[src/rtl/eth_pkg.sv]
// Shared Ethernet constants and the RX framing state encoding.
package eth_pkg;

  localparam logic [31:0] CRC32_POLY_REFL = 32'hEDB88320;
  localparam logic [31:0] CRC32_INIT      = 32'hFFFFFFFF;
  localparam logic [31:0] CRC32_RESIDUE   = 32'hDEBB20E3;
  localparam logic [7:0]  ETH_PREAMBLE    = 8'h55;
  localparam logic [7:0]  ETH_SFD         = 8'hD5;

  // Holding back this many bytes lets the 4 FCS bytes drop off the end of the stream.
  localparam int          DL_DEPTH        = 5;

  typedef enum logic [2:0] {
    IDLE,
    PREAMBLE,
    DATA,
    END,
    DROP
  } rx_state_e;

endpackage

[src/rtl/eth_crc32_d8.sv]
// Byte-wide reflected CRC-32 next-state, LSB of the byte first. Pure combinational.
module eth_crc32_d8
  import eth_pkg::*;
(
  input  logic [31:0] crc_in,
  input  logic [7:0]  d,
  output logic [31:0] crc_out
);

  logic [31:0] c [0:8];

  assign c[0] = crc_in;

  // One shift/conditional-xor step per data bit, bit 0 first.
  for (genvar i = 0; i < 8; i++) begin : g_bit
    assign c[i+1] = {1'b0, c[i][31:1]} ^ ({32{c[i][0] ^ d[i]}} & CRC32_POLY_REFL);
  end

  assign crc_out = c[8];

endmodule

[src/rtl/eth_rx_fcs_check.sv]
// GMII receive framer: strips preamble/SFD, checks FCS, hides the FCS bytes from
// the output stream and reports per-frame status.
module eth_rx_fcs_check
  import eth_pkg::*;
#(
  parameter int MIN_LEN = 64,
  parameter int MAX_LEN = 1518,
  parameter int CNT_W   = 12
) (
  input  logic             clk,
  input  logic             rst,
  input  logic             rx_dv,
  input  logic             rx_er,
  input  logic [7:0]       rxd,
  output logic [7:0]       m_data,
  output logic             m_valid,
  output logic             m_last,
  output logic             stat_valid,
  output logic             stat_good,
  output logic             stat_crc_err,
  output logic             stat_runt,
  output logic             stat_long,
  output logic             stat_phy_err,
  output logic [CNT_W-1:0] stat_len
);

  localparam logic [CNT_W-1:0] MIN_L = CNT_W'(MIN_LEN);
  localparam logic [CNT_W-1:0] MAX_L = CNT_W'(MAX_LEN);

  rx_state_e                     state_q, state_d;
  logic                          start, push, fin;

  logic [31:0]                   crc_q, crc_nxt;
  logic [CNT_W-1:0]              cnt_q;
  logic [DL_DEPTH-1:0][7:0]      dl_q;       // [0] newest, [DL_DEPTH-1] oldest
  logic [2:0]                    dl_cnt_q;
  logic                          dl_full;
  logic                          phy_err_q;

  logic [7:0]                    m_data_q;
  logic                          m_valid_q, m_last_q, stat_valid_q;
  logic                          good_q, crc_err_q, runt_q, long_q, phy_q;
  logic [CNT_W-1:0]              len_q;

  logic                          crc_bad, is_runt, is_long;

  eth_crc32_d8 u_crc (
    .crc_in  (crc_q),
    .d       (rxd),
    .crc_out (crc_nxt)
  );

  assign dl_full = (dl_cnt_q == 3'(DL_DEPTH));
  assign crc_bad = (crc_q != CRC32_RESIDUE);
  assign is_runt = (cnt_q < MIN_L);
  assign is_long = (cnt_q > MAX_L);

  // State register.
  always_ff @(posedge clk) begin
    if (!rst) state_q <= IDLE;
    else      state_q <= state_d;
  end

  // Next state plus datapath strobes: start = SFD seen, push = data byte, fin = frame ended.
  always_comb begin
    state_d = state_q;
    start   = 1'b0;
    push    = 1'b0;
    fin     = 1'b0;
    case (state_q)
      IDLE: begin
        if (rx_dv) begin
          if (rxd == ETH_PREAMBLE) begin
            state_d = PREAMBLE;
          end else if (rxd == ETH_SFD) begin
            state_d = DATA;
            start   = 1'b1;
          end else begin
            state_d = DROP;
          end
        end
      end
      PREAMBLE: begin
        if (!rx_dv) begin
          state_d = IDLE;
        end else if (rxd == ETH_SFD) begin
          state_d = DATA;
          start   = 1'b1;
        end else if (rxd != ETH_PREAMBLE) begin
          state_d = DROP;
        end
      end
      DATA: begin
        if (rx_dv) begin
          push = 1'b1;
        end else begin
          fin     = 1'b1;
          state_d = END;
        end
      end
      // END spends its single cycle presenting status; a byte arriving now has no SFD.
      END:     state_d = rx_dv ? DROP : IDLE;
      DROP:    if (!rx_dv) state_d = IDLE;
      default: state_d = IDLE;
    endcase
  end

  // Datapath: CRC, length counter, delay line and registered outputs. Registering
  // the final byte and status on the DATA->END edge makes them visible during END.
  always_ff @(posedge clk) begin
    if (!rst) begin
      crc_q        <= CRC32_INIT;
      cnt_q        <= '0;
      dl_q         <= '0;
      dl_cnt_q     <= '0;
      phy_err_q    <= 1'b0;
      m_data_q     <= '0;
      m_valid_q    <= 1'b0;
      m_last_q     <= 1'b0;
      stat_valid_q <= 1'b0;
      good_q       <= 1'b0;
      crc_err_q    <= 1'b0;
      runt_q       <= 1'b0;
      long_q       <= 1'b0;
      phy_q        <= 1'b0;
      len_q        <= '0;
    end else begin
      m_valid_q    <= 1'b0;
      m_last_q     <= 1'b0;
      stat_valid_q <= 1'b0;

      if (start) begin
        crc_q     <= CRC32_INIT;
        cnt_q     <= '0;
        dl_cnt_q  <= '0;
        phy_err_q <= 1'b0;
      end

      if (push) begin
        crc_q <= crc_nxt;
        if (cnt_q != {CNT_W{1'b1}}) cnt_q <= cnt_q + 1'b1;
        dl_q <= {dl_q[DL_DEPTH-2:0], rxd};
        if (!dl_full) dl_cnt_q <= dl_cnt_q + 3'd1;
        if (rx_er) phy_err_q <= 1'b1;
        // Line already full: the byte falling out is known not to be FCS.
        if (dl_full) begin
          m_data_q  <= dl_q[DL_DEPTH-1];
          m_valid_q <= 1'b1;
        end
      end

      if (fin) begin
        // The oldest held byte is the last data byte; the other four are FCS.
        if (dl_full) begin
          m_data_q  <= dl_q[DL_DEPTH-1];
          m_valid_q <= 1'b1;
          m_last_q  <= 1'b1;
        end
        stat_valid_q <= 1'b1;
        crc_err_q    <= crc_bad;
        runt_q       <= is_runt;
        long_q       <= is_long;
        phy_q        <= phy_err_q;
        good_q       <= !crc_bad && !is_runt && !is_long && !phy_err_q;
        len_q        <= cnt_q;
      end
    end
  end

  assign m_data       = m_data_q;
  assign m_valid      = m_valid_q;
  assign m_last       = m_last_q;
  assign stat_valid   = stat_valid_q;
  assign stat_good    = good_q;
  assign stat_crc_err = crc_err_q;
  assign stat_runt    = runt_q;
  assign stat_long    = long_q;
  assign stat_phy_err = phy_q;
  assign stat_len     = len_q;

endmodule

[config.mk]
export PLATFORM = sky130hd
export DESIGN_NAME = eth_rx_fcs_check
export DESIGN_NICKNAME = d
export VERILOG_FILES = /design/src/rtl/eth_pkg.sv /design/src/rtl/eth_crc32_d8.sv /design/src/rtl/eth_rx_fcs_check.sv
export SDC_FILE = /design/constraint.sdc
export NUM_CORES = 1
export LEC_CHECK = 0
export BUFFER_PORTS_ARGS = -buffer_cell sky130_fd_sc_hd__buf_2
export CELL_PAD_IN_SITES_DETAIL_PLACEMENT = 0
export CELL_PAD_IN_SITES_GLOBAL_PLACEMENT = 1
export CORE_AREA = 5 5 130 132
export DETAILED_ROUTE_END_ITERATION = 10
export DIE_AREA = 0 0 135 137
export PLACE_DENSITY_LB_ADDON = 0.1
export SYNTH_ARGS = -nofsm -noshare
export SYNTH_HDL_FRONTEND = slang
export SYNTH_SLANG_ARGS = --single-unit
[constraint.sdc]
create_clock -name clk -period 5.2 [get_ports clk]
set_input_delay 0.78 -clock clk [delete_from_list [all_inputs] [get_ports clk]]
set_output_delay 0.78 -clock clk [all_outputs]
set_load 0.01 [all_outputs]
==> summary.md <==
| Metric | Value |
|---|---|
| Dpl cell area | approximately 6000 um2 |
| Final-report hold violation count | 0 |
| Core ar. | 15600 um2 |
| TritonCTS Buffers | 17 |
| Synth unique cells | 60 |
| Clock root buffer | clkbuf_16 |
| Hold path startpoint | stat_len[7] |
| Reg2reg start | cnt_q[0] |
| Final WL | between 10000 and 15000 um |
| Clock sinks | approximately 120 |
| Layout cells sized above 1 | 0.148 |
| Crit-path leading delay family | simple AND/OR/NAND/NOR gates |
| Crit path max-delay cell type | nand2_1 |
| CP required | approximately 5.6 ns |
| WS Path Type | in -> reg |
| RR Endpoint | cnt_q[7] |
| Clk Latency, worst-skew pair | ~0.41 ns |
| Critical Path AT | ~2.8 ns |
| Ys flop type | dfxtp_1 |
| DRC violation count after routing | 0 |
| Chip width | ~140 um |
| Postcts setup bufs | 0 |
| H-tree levels | 4 |
| CTS tree | yes |
| Worst hold endpoint | stat_len[7] |
| P per Cell Area | between 300 and 400 nW/um2 |
| Mapped Area | 5620 um2 |
| Syn avg cell area | between 9 and 10 um2 |
| Detail Route Antenna Nets | 0 |
| Largest net degree at the start of global routing | 91 |
| Die Span Y | 137 um |
| R2R cell count | 5 |
| Period utilization | 0.467 |
| Achievable Freq | 412 MHz |
| Clock Path Buffers | 2 |
| Die Area | 18500 um2 |
| First-pass GRT wire length | 21800 um |
| Post-synthesis register bit count | 119 |
| Worst-path clk slew | approximately 0.05 ns |
| Final #Nets | between 600 and 700 |
| GRT Resource Usage Total | 0.148 |
| Crit path cell chain | buf_2 > and4bb_2 > nand4b_1 > nand2_1 > o22ai_1 > nand2_1 |
| Status | completed |
| Via density | roughly 4.9 |
| Tightest Pin Transition | ~0.93 ns |
| Iter 0 DRT Violations | between 200 and 250 |
| Final core occ | 0.423 |
| Layout area overhead | 17.3% |
| I/O pin total | 40 |
| Cell mode on critical path | nand2_1 |
| Crit-path max cell delay | 0.83 ns |
| Post-CTS Resized | 0 |
| Initial Util | 0.360 |
| Async SR Flop Fraction | 0 |
| # rows | 46 |
| Hold WS | about 0.46 ns |
| Layout Skew | between 0.006 and 0.007 ns |
| Ys Warns | 0 |
| Setup TNS | 0 ns |
| Slack of the critical path | 2.77 ns |
| Sequential share of the synthesized area | 0.424 |
| Crit path launch type | primary input |
| First-pass DRT Iterations | 4 |
| Post-detail-place hpwl | between 8000 and 9000 um |
| EDFF count, synth | 0 |
| DR WL/cell | 15.1 um |
| Post-Synthesis Cells | 601 |
| Place WS | roughly 2.4 ns |
| CTS Hold Buffers Added | 0 |
| Min cycle time layout | 2.43 ns |
| RSZ-0062 raised after global routing | false |
| Routability cong. | between 0.8 and 0.9 |
| HP Class | reg -> reg |
| Final design area excluding fillers | around 6600 um2 |
| Worst VDD drop | 0.000206 V |
| Worst-path fanout max | 24 |
| Leak | 0.00247 uW |
| Initial antenna violation count | 0 |
| Crit path buf inv count | 1 |
| Max-Cap Viols | 0 |
| Finish-stage setup viols | 0 |
| Synthesized net count | around 600 |
| Port buffer count | 39 |
| Slew margin rel. | 0.381 |
| Vias in the first global route | about 4100 |
| Max Slew Vio Count | 0 |
| Total number of vias | between 4000 and 5000 |
| GRT Residual Overflow | 0 |
| Diode count | 0 |
| Hold Path Depth | 2 |
| R2R Setup Slk | around 2.8 ns |
| CP endpoint kind | flip-flop |
power by group:
group	switching [uW]	internal, uW	total [uW]
combinational	72.0	86.3	158
sequential	0.923	913	914
clock	401	786	1190
cells by family (layout without fill, tap and decap cells):
kind of cell               count (synthesis)  count (layout)  synth area share
buffers and inverters                     41              77            0.0296
and+or+nand+nor                          238             238             0.201
DFF                                      119             119             0.424
adders and majority gates                  3               3           0.00668
xor gates and xnor gates                  62              62             0.166
muxes                                      8               8            0.0142
AOI/OAI and AO/OA                        130             130             0.159
metrics by stage:
step,power [uW],instances
finish,2260,853
detailed placement,1090,822
global route,2350,853
floorplan,1060,601
CTS,2290,853
global placement,1090,822
cell usage after synthesis (2+ instances only):
| cell | number | share of area |
|---|---|---|
| a21oi_1 | 10 | 0.0089 |
| xnor2_2 | 9 | 0.026 |
| a41oi_1 | 2 | 0.0031 |
| buf_1 | 2 | 0.0013 |
| xnor3_1 | 9 | 0.036 |
| clkbuf_1 | 28 | 0.019 |
| inv_1 | 3 | 0.0020 |
| nor4_1 | 3 | 0.0033 |
| dfxtp_1 | 119 | 0.42 |
| o211a_1 | 3 | 0.0053 |
| nor2_1 | 16 | 0.011 |
| xor2_4 | 2 | 0.0098 |
| or2_2 | 2 | 0.0022 |
| and4b_1 | 2 | 0.0036 |
| nand4b_1 | 5 | 0.0078 |
| nor4b_1 | 2 | 0.0031 |
| xor3_4 | 2 | 0.0098 |
| and4_1 | 3 | 0.0047 |
| nand2_1 | 146 | 0.097 |
| o31ai_1 | 2 | 0.0027 |
| buf_2 | 7 | 0.0062 |
| o22ai_1 | 23 | 0.026 |
| xor2_1 | 6 | 0.0093 |
| nor3_1 | 12 | 0.011 |
| and2_1 | 5 | 0.0056 |
| xnor2_1 | 26 | 0.041 |
| a311oi_1 | 3 | 0.0047 |
| and3b_1 | 3 | 0.0047 |
| o21ai_0 | 18 | 0.016 |
| ha_1 | 3 | 0.0067 |
| nand3_1 | 6 | 0.0053 |
| xor3_1 | 5 | 0.021 |
| nand4_1 | 6 | 0.0067 |
| a21boi_0 | 59 | 0.079 |
| a22oi_1 | 2 | 0.0027 |
| a31oi_1 | 2 | 0.0022 |
| nor2b_1 | 13 | 0.014 |
| mux2i_1 | 8 | 0.014 |
| nor3b_1 | 3 | 0.0040 |
layout by cell type, fill, tap and decap left out, types with 6 or more instances in the layout:
cell | netlist | routed
a21boi_0 | 59 | 59
a21oi_1 | 10 | 10
buf_2 | 7 | 39
clkbuf_16 | 0 | 17
dfxtp_1 | 119 | 119
mux2i_1 | 8 | 8
nand2_1 | 146 | 146
nand3_1 | 6 | 6
nand4_1 | 6 | 6
nor2_1 | 16 | 16
nor2b_1 | 13 | 13
nor3_1 | 12 | 12
o21ai_0 | 18 | 18
o22ai_1 | 23 | 23
xnor2_1 | 26 | 26
xnor2_2 | 9 | 9
xnor3_1 | 9 | 9
xor2_1 | 6 | 6
per-layer routing:
| layer | vias to the layer above | part of all wire | wire [um] | global-route usage |
|---|---|---|---|---|
| met5 | - | 0 | 0 | 0 |
| met3 | 10 | 0.045 | 582 | 0.0382 |
| met1 | 1958 | 0.50 | 6490 | 0.209 |
| met4 | 0 | 0.0099 | 127 | 0.0549 |
| met2 | 89 | 0.44 | 5660 | 0.220 |
| li1 | 2133 | - | - | - |
worst max-delay path by stage:
stage	end	start	slack [ns]	cells after the start
after floorplan	crc_q[24]	rxd[4]	3.01	5
after global placement	dl_cnt_q[0]	rx_dv	2.44	7
after detailed placement	crc_q[27]	rxd[3]	2.38	6
after CTS	cnt_q[9]	cnt_q[0]	2.75	5
after global routing	cnt_q[9]	cnt_q[0]	2.58	5
final	crc_q[27]	rxd[3]	2.77	6
layout make-up:
cell class | instances | area, um2
Fill cell | 1564 | 9000
Multi-Input combinational cell | 441 | 3100
Sequential cell | 119 | 2380
Clock buffer | 23 | 478
Tap cell | 216 | 270
Timing Repair Buffer | 43 | 225
Clock inverter | 8 | 121
Inverter | 3 | 11.3
state kept, by name, summed over array words and instances (netlist names):
| register | flops |
|---|---|
| dl_q | 40 |
| stat_len | 12 |
| stat_crc_err | 1 |
| stat_runt | 1 |
| stat_valid | 1 |
| stat_long | 1 |
| cnt_q | 12 |
| dl_cnt_q | 3 |
| state_q | 3 |
| stat_good | 1 |
| m_last | 1 |
| phy_err_q | 1 |
| m_data | 8 |
| m_valid | 1 |
| crc_q | 32 |
| stat_phy_err | 1 |
worst min-delay path, cell delays in order, from the launching register on:
cell and delay, ns:
dfxtp_1 0.30, nand2_1 0.04, a21boi_0 0.06
Note: power is estimated with default switching activity, not from simulation.
